### src/rtl/alu_pkg.sv
// Shared definitions for the rotate/ALU blocks: FSM state type, flag bit positions, default widths.
// Latency: n/a (types and constants only).
// Backpressure: n/a.
package alu_pkg;

    typedef enum logic [1:0] {
        ST_IDLE  = 2'd0,
        ST_SHIFT = 2'd1,
        ST_DONE  = 2'd2
    } state_t;

    // Bit positions inside the 4-bit {Neg, Zero, Carry, oVerflow} flag word
    localparam int FLAG_N = 3;
    localparam int FLAG_Z = 2;
    localparam int FLAG_C = 1;
    localparam int FLAG_V = 0;

    localparam int DEF_WIDTH = 32;
    localparam int DEF_AMT_W = 4;

endpackage

### src/rtl/rol_flags.sv
// Combinational flag generator for a rotate result: {Neg, Zero, Carry, oVerflow}.
// Latency: purely combinational.
// Backpressure: none; the caller decides when to capture the flags.
module rol_flags
    import alu_pkg::*;
#(
    parameter int WIDTH = DEF_WIDTH
) (
    input  logic [WIDTH-1:0] result,
    input  logic             rotated,
    output logic [3:0]       flag
);

    // Carry is the last bit that wrapped from the top to bit 0, so it only
    // exists when at least one single-bit rotate step happened.
    always_comb begin
        flag         = 4'b0000;
        flag[FLAG_N] = result[WIDTH-1];
        flag[FLAG_Z] = (result == '0);
        flag[FLAG_C] = rotated & result[0];
        flag[FLAG_V] = 1'b0;
    end

endmodule

### src/rtl/rol_seq.sv
// Sequential left-rotate: one single-bit rotate per cycle, N steps, then a one-cycle done pulse.
// Latency: done in cycle t0+N+1 after the accepting edge t0 (N=0 -> t0+1).
// Backpressure: start is taken only in IDLE; requests while busy or in DONE are dropped. Flags need ROL_SEQ_FLAGS_EN.
module rol_seq
    import alu_pkg::*;
#(
    parameter int WIDTH = DEF_WIDTH,
    parameter int AMT_W = DEF_AMT_W
) (
    input  logic             clk,
    input  logic             rst_n,
    input  logic             start,
    input  logic [WIDTH-1:0] in1,
    input  logic [AMT_W-1:0] N,
    output logic             busy,
    output logic             done,
    output logic [WIDTH-1:0] Result,
    output logic [3:0]       Flag
);

    state_t           state;
    state_t           state_nxt;
    logic [WIDTH-1:0] work;
    logic [WIDTH-1:0] work_rot;
    logic [WIDTH-1:0] result_nxt;
    logic [AMT_W-1:0] cnt;
    logic             accept;
    logic             load_res;

    assign accept   = (state == ST_IDLE) && start;
    assign work_rot = {work[WIDTH-2:0], work[WIDTH-1]};

    // Result is captured on the edge that enters DONE so it is already valid
    // while done is high: the raw operand for N=0, else the final rotate step.
    assign result_nxt = (state == ST_IDLE) ? in1 : work_rot;
    assign load_res   = (state_nxt == ST_DONE) && (state != ST_DONE);

    // State register
    always_ff @(posedge clk or negedge rst_n) begin
        if (!rst_n) begin
            state <= ST_IDLE;
        end else begin
            state <= state_nxt;
        end
    end

    // Next-state logic
    always_comb begin
        state_nxt = state;
        case (state)
            ST_IDLE: begin
                if (start) begin
                    state_nxt = (N != '0) ? ST_SHIFT : ST_DONE;
                end
            end
            ST_SHIFT: begin
                if (cnt == AMT_W'(1)) begin
                    state_nxt = ST_DONE;
                end
            end
            ST_DONE: begin
                state_nxt = ST_IDLE;
            end
            default: begin
                state_nxt = ST_IDLE;
            end
        endcase
    end

    // FSM outputs: busy covers SHIFT and DONE, done is the DONE cycle only
    always_comb begin
        busy = 1'b0;
        done = 1'b0;
        case (state)
            ST_SHIFT: busy = 1'b1;
            ST_DONE: begin
                busy = 1'b1;
                done = 1'b1;
            end
            default: begin
                busy = 1'b0;
                done = 1'b0;
            end
        endcase
    end

    // Working register and down-counter: load on accept, step once per SHIFT cycle
    always_ff @(posedge clk or negedge rst_n) begin
        if (!rst_n) begin
            work <= '0;
            cnt  <= '0;
        end else if (accept) begin
            work <= in1;
            cnt  <= N;
        end else if (state == ST_SHIFT) begin
            work <= work_rot;
            cnt  <= cnt - AMT_W'(1);
        end
    end

    // Result holds between operations and clears only on reset
    always_ff @(posedge clk or negedge rst_n) begin
        if (!rst_n) begin
            Result <= '0;
        end else if (load_res) begin
            Result <= result_nxt;
        end
    end

`ifdef ROL_SEQ_FLAGS_EN
    logic [3:0] flag_nxt;

    // Entering DONE from SHIFT means at least one bit wrapped around
    rol_flags #(
        .WIDTH (WIDTH)
    ) u_flags (
        .result  (result_nxt),
        .rotated (state == ST_SHIFT),
        .flag    (flag_nxt)
    );

    // Flags are captured alongside Result
    always_ff @(posedge clk or negedge rst_n) begin
        if (!rst_n) begin
            Flag <= 4'b0000;
        end else if (load_res) begin
            Flag <= flag_nxt;
        end
    end
`else
    assign Flag = 4'b0000;
`endif

endmodule

### config.mk
export PLATFORM = sky130hd
export DESIGN_NAME = rol_seq
export DESIGN_NICKNAME = d
export VERILOG_FILES = /design/src/rtl/alu_pkg.sv /design/src/rtl/rol_flags.sv /design/src/rtl/rol_seq.sv
export SDC_FILE = /design/constraint.sdc
export NUM_CORES = 1
export LEC_CHECK = 0
export BUFFER_PORTS_ARGS = -buffer_cell sky130_fd_sc_hd__buf_2
export CORE_MARGIN = 2
export CORE_UTILIZATION = 54
export DETAILED_ROUTE_END_ITERATION = 10
export PLACE_DENSITY = 0.86
export SYNTH_ARGS = -nofsm -noshare
export SYNTH_HDL_FRONTEND = slang
export SYNTH_SLANG_ARGS = --single-unit
### constraint.sdc
create_clock -name clk -period 2.4 [get_ports clk]
set_input_delay 0.72 -clock clk [delete_from_list [all_inputs] [get_ports clk]]
set_output_delay 0.72 -clock clk [all_outputs]
set_load 0.03 [all_outputs]
# Word-level counts from Yosys, hierarchy flattened
# Cells that the tools add are included.
# totals
output_inout_bits	38
ff_bits	70
# op_classes
add_sub_neg	1
n_mux	11
n_eq_ne	5
n_reduce_logical	6
# ops
cell	n
2-to-1 mux 32 bit	3
2-to-1 mux 4 bit	2
2-to-1 mux 2 bit	3
equality test 2 bit, second input constant	2
equality test 4 x 1 -> 1 bit, second input constant	1
one-hot mux 2 bit (2 select lines)	1
nonzero test 4 bit	1
subtractor 4 x 1 -> 4 bit, second input constant	1
equality test 2 x 1 -> 1 bit, second input constant	1
logical AND 1 bit	2
zero test 2 bit	1
2-to-1 mux 1 bit	2
inequality test 2 bit, second input constant	1
nonzero test 2 bit	1
OR reduction 2 bit	1

# Logic depth before layout (Yosys ltp)
# Gate-level depths: netlist of the first run.
# logic_depth
depth_word	6
mapped_depth	8
ltp_nobuf	6

# Least setup slack after synthesis of the first run
# Ideal clock, no wire load.
# synth_path
kind	input -> register
startpoint	input N[2]
endpoint	register Result[10]
path_slack_ps	204
required_time_ps	2275
t_arrival_ps	2071
path_stages	5
cell_sequence	nor4_1 nand3_1 a211oi_4 buf_6 mux2_2
# synth_between
elab_chain_len	6
# synth_rtl
element	line_no	source
from (decl)	rol_seq.sv:14	input logic [AMT_W-1:0] N,
nonzero test 4 bit	rol_seq.sv:53	state_nxt = (N != '0) ? ST_SHIFT : ST_DONE;
2-to-1 mux 2 bit	rol_seq.sv:53	
2-to-1 mux 2 bit	rol_seq.sv:52	if (start) begin
one-hot mux 2 bit (2 select lines)	rol_seq.sv:50	case (state)
equality test 2 bit	rol_seq.sv:36	assign load_res = (state_nxt == ST_DONE) && (state != ST_DONE);
logical AND 1 bit	rol_seq.sv:36	
to (signal assigned)	rol_seq.sv:106	Result <= result_nxt;
to (decl)	rol_seq.sv:17	output logic [WIDTH-1:0] Result,
# No other way between the ends.
# A chain may end at the register's enable or synchronous reset.

# Worst setup path after layout of the first run
# layout_path
startpoint	register cnt[1]
endpoint	register Result[2]
# layout_between
elab_chain_len	5
# layout_rtl
element	line_no	source
from (decl)	rol_seq.sv:26	logic [AMT_W-1:0] cnt;
from (signal assigned)	rol_seq.sv:97	cnt <= cnt - AMT_W'(1);
equality test 4 x 1 -> 1 bit	rol_seq.sv:57	if (cnt == AMT_W'(1)) begin
2-to-1 mux 2 bit	rol_seq.sv:57	
one-hot mux 2 bit (2 select lines)	rol_seq.sv:50	
equality test 2 bit	rol_seq.sv:36	
logical AND 1 bit	rol_seq.sv:36	
# No other way between the ends.

==> results of run 1 <==
[critical path, delay by kind of cell, from the launching register on]
family	cells	cell delay (ps)
AND/OR/NAND/NOR	1	400
multiplexers	1	360
flip-flops	1	400
AO/OA/AOI/OAI	2	570
buffers and inverters	2	330
adder cells (fa/ha/maj)	1	130
[through the flow]
step                      area, um^2   util  TNS, ps
after floorplan                 3480      -        0
after global placement          3890  0.620    -1650
after detailed placement        3890  0.620    -1650
after CTS                       4080  0.650        0
after global routing            4090  0.652    -41.1
final                           4090  0.652        0
[report_power, final]
part           internal, mW  total [mW]  switching (mW)
sequential             1.79        2.19           0.401
combinational          1.53        3.35            1.81
clock                 0.500       0.931           0.431
total                  3.82        6.47            2.65
[flip-flops by register name, indices dropped and copies added, names as in the netlist]
signal  count
Result     32
cnt         4
state       2
work       32
[synth_stat cells, drive strengths merged]
cell,instances
o21ai,37
and2,1
nand3b,1
buf,11
or3b,1
a211oi,1
mux2,65
inv,5
xor2,2
mux2i,32
clkbuf,12
nand2,39
nor4,2
a21oi,1
nand3,1
xnor2,1
o211a,1
ha,5
conb,1
dfrtp,70
a31o,2
[cell families (layout without fill, tap and decap cells)]
family	count (synthesis)	count (layout)	synth area share
flops	70	70	0.506
fa+ha+maj	5	5	0.0181
xor+xnor	3	3	0.00759
mux	97	97	0.304
buf+inv	28	101	0.0415
simple gates	45	45	0.0538
other cells	1	4	0.00108
compound gates	42	42	0.0686
[final cells by class]
class	count	area, um^2	area share
sequential	70	1750	0.428
multi-input combinational	196	1590	0.388
timing repair buffer	81	448	0.110
clock buffer	11	141	0.0346
tap	77	96.3	0.0236
clock inverter	4	47.5	0.0116
inverter	5	18.8	0.00459
[path summary, 6_finish.rpt]
check | start | end | slack, ps | cells after the start
max | cnt[1]$_DFFE_PN0P_ | Result[2]$_DFFE_PN0P_ | 90 | 7
min | rst_n | Result[6]$_DFFE_PN0P_ | 400 | 2
max reg2reg | cnt[1]$_DFFE_PN0P_ | Result[2]$_DFFE_PN0P_ | 90 | 7
min reg2reg | Result[5]$_DFFE_PN0P_ | Result[5]$_DFFE_PN0P_ | 500 | 1
max in group asynchronous | rst_n | Result[21]$_DFFE_PN0P_ | 1700 | 2
min in group clk | Result[5]$_DFFE_PN0P_ | Result[5]$_DFFE_PN0P_ | 500 | 1
[layer usage]
| metal | track usage | vias up | wire length (um) |
|---|---|---|---|
| met2 | 0.343 | 52 | 3450 |
| met5 | 0 | - | 0 |
| li1 | - | 1155 | - |
| met1 | 0.267 | 1173 | 3000 |
| met4 | 0.0513 | 0 | 63 |
| met3 | 0.0574 | 7 | 311 |
==> out/metrics.cfg, run 1 <==
[routing]
drt_iter0_drc=191
wl_per_cell_um=15.4
vias_per_cell=5.38
totalWireLength_um=6820
drc=0
postRouteAntennaNets=0
first_pass_iters=4
vias=2387

[synth]
avgSynthCellArea_um2=11.9
synth_top_area_cell=dfrtp_1
synth_seq_area_share=0.506
syn_inst=291
ys_types=25
synth_seq_cells=70
syn-cell-area_um2=3460
yosysWarnings=0
synth.top_cell.area_share=0.506
synth_area_leaders=dfrtp_1 51%, mux2_2 21%, mux2i_1 9.2%, o21ai_0 5.3%, nand2_1 4.2%

[placement]
place.gp.congestion=0.739
hpwl_um=4770
place_ws_ps=-72.7
dp_cells=429
portBuffers=72

[clock_tree]
holdBufCountCts=0
htreeDepth=3
insertion_delay_ps=340
post_cts_buffers=0
cts-resized-gates=0
cts-root-buf=clkbuf_8
cts_tree=yes
clock-sinks=70
clk_pin_slew_ps=80
numCtsBuffers=9
clock_path_buffers=2

[final_layout]
instances_no_fill=444
layout_commonest_cell=buf_2
synthToLayoutAreaGrowth_pct=18.1
antenna_cells=0
layout.nets=407
drive_gt1_frac=0.450
fillers=495
final_cell_mix=72 x buf_2, 70 x dfrtp_1, 64 x mux2_2

[timing]
drv_slew=0
min_period_over_period=0.963
fin_ws_ps=90.0
max_freq_mhz=433
final-setup-viol-count=0
whs_ps=398
rsz0062_at_grt=yes
finClkSkew_ps=12.0
hold_viol=0
period_needed_ps=2310

[setup_path]
end_kind=flip-flop
cpPeakStageDelay_ps=400
crit_chain=inv_1 > ha_1 > or3b_1 > o211a_1 > a211oi_4 > buf_6 > mux2_2
cp_max_fo=18
crit_required_ps=2620
arrival_ps=2530
crit_type=reg2reg
crit_slowest_cell=dfrtp_1
startpoint_type=flip-flop

[pwr]
vdd_drop_max_mv=0.975
power.total_mw=6.47
power.leakage_nw=1.94
p_per_area_nw_per_um2=1580

[floorplanning]
ios=77
die_w_um=84.1
fp-row-count=29
die_h_um=84.1
start_util=0.552
design.die.area_um2=7070
coreArea_um2=6280

[global_routing]
grt_pass1_wl_um=11500
grt_overflow_total=0
grtUsageTotal=0.206
grt_pass1_vias=2418
grt_max_degree=71
grt_antenna_before_repair=0

[hold_path]
hold_path_class=in2async

[run]
drv_cap=0

[run_status]
status=finished clean

Note: power is estimated with default switching activity, not from simulation.
==> run 2: changes to the inputs <==
- SETUP_SLACK_MARGIN: unset -> 0.15
==> out/metrics.cfg, run 2 (synthesis results as in run 1) <==
[run_status]
status=finished clean

[clock_tree]
numCtsBuffers=9
clock_path_buffers=2
cts-root-buf=clkbuf_8
insertion_delay_ps=340
clock-sinks=70
holdBufCountCts=0
clk_pin_slew_ps=80
htreeDepth=3
cts_tree=yes

[routing]
drc=0
drt_iter0_drc=163
vias=2451
totalWireLength_um=7550
vias_per_cell=5.43
first_pass_iters=4
wl_per_cell_um=16.7
postRouteAntennaNets=0

[hold_path]
hold_path_class=in2async

[setup_path]
crit_family=compound AO/OA/AOI/OAI gates
cpPeakStageDelay_ps=410
arrival_ps=2490
crit_slowest_cell=dfrtp_1
crit_type=reg2reg
path_buf_inv=3
cp_max_fo=7
reg2reg_slack_ps=130
startpoint_type=flip-flop
crit_chain=inv_2 > ha_4 > or3b_4 > o211a_4 > a211oi_4 > buf_6 > buf_8 > mux2_4
crit_required_ps=2620
end_kind=flip-flop

[run]
drv_cap=0

[global_routing]
grt_overflow_total=0
grt_use_met3=0.0593
grtUsageMet1=0.280
grt_util_met2=0.351
grt_pass1_wl_um=11900
grt_pass1_vias=2464
grt_max_degree=71
globalRoute.busiestLayer=met2
grtUsageTotal=0.213
grt_antenna_before_repair=0

[final_layout]
antenna_cells=0
drive_gt1_frac=0.476
final_cell_mix=72 x buf_2, 69 x dfrtp_1, 39 x nand2_1
layout.nets=414
instances_no_fill=451
utilization=0.690
reg_top3=Result x32, work x32, cnt x4
fin_area_um2=4330
layout_commonest_cell=buf_2
synthToLayoutAreaGrowth_pct=25.1

[placement]
hpwl_um=4770
place.gp.congestion=0.739
postPlaceCellArea_um2=3890
portBuffers=72
dp_cells=429

[floorplanning]
start_util=0.552
coreArea_um2=6280
fp-row-count=29
die_w_um=84.1
design.die.area_um2=7070
die_h_um=84.1
ios=77

[timing]
max_freq_mhz=440
min_period_over_period=0.946
period_needed_ps=2270
hold_viol=0
finClkSkew_ps=11.9
rsz0062_at_grt=yes
drv_slew=0
final-setup-viol-count=0

[pwr]
power.leakage_nw=2.07
p_per_area_nw_per_um2=1610
power.total_mw=7.00
vdd_drop_max_mv=1.04

==> run 2: worst paths after layout <==
path	startpoint	end	cells past startpoint
setup reg to reg	cnt[1]$_DFFE_PN0P_	Result[30]$_DFFE_PN0P_	8
hold reg to reg	Result[18]$_DFFE_PN0P_	Result[18]$_DFFE_PN0P_	1
hold / removal	rst_n	Result[6]$_DFFE_PN0P_	2
setup / recovery	cnt[1]$_DFFE_PN0P_	Result[30]$_DFFE_PN0P_	8
max in group asynchronous	rst_n	Result[21]$_DFFE_PN0P_	2
min in group clk	Result[18]$_DFFE_PN0P_	Result[18]$_DFFE_PN0P_	1
==> run 2: report_power, final <==
group / switching (mW) / leakage, nW / internal (mW)
Sequential: 0.426 / 0.859 / 1.79
Clock: 0.434 / 0.0952 / 0.500
Combinational: 1.97 / 1.11 / 1.88
==> run 2: per-layer routing <==
layer / vias up / share of wire / routed length (um)
met4: 0 / 0.0083 / 63
met3: 7 / 0.050 / 379
li1: 1166 / - / -
met1: 1209 / 0.43 / 3280
met2: 69 / 0.51 / 3830
met5: - / 0 / 0
==> run 2: final cells by class <==
| class | instances | area, um^2 |
|---|---|---|
| fill | 438 | 1940 |
| sequential | 70 | 1750 |
| multi-input combinational | 196 | 1710 |
| timing repair buffer | 88 | 567 |
| clock buffer | 11 | 141 |
| tap | 77 | 96.3 |
| clock inverter | 4 | 47.5 |
| inverter | 5 | 18.8 |
==> run 2: what timing repair did <==
action,4_1_cts,5_1_grt
pin swaps,2,2
setup buffers,2,1
gates cloned,2,2
resized for setup,10,35
setup endpoints to repair,32,32
==> run 2: stage by stage <==
step / setup TNS (ps) / hold slack (ps) / setup WS (ps)
floorplan: 0 / 424 / 204
global placement: -1650 / 471 / -62.4
detailed placement: -1650 / 488 / -72.7
CTS: 0 / 412 / 146
global route: 0 / 416 / 65.5
finish: 0 / 402 / 129
==> run 2: worst reg2reg max path, stage by stage, from the launching register on <==
cell and delay, ps:
dfrtp_1 410, inv_2 80, ha_4 110, or3b_4 390, o211a_4 260, a211oi_4 230
buf_6 200, buf_8 160, mux2_4 310
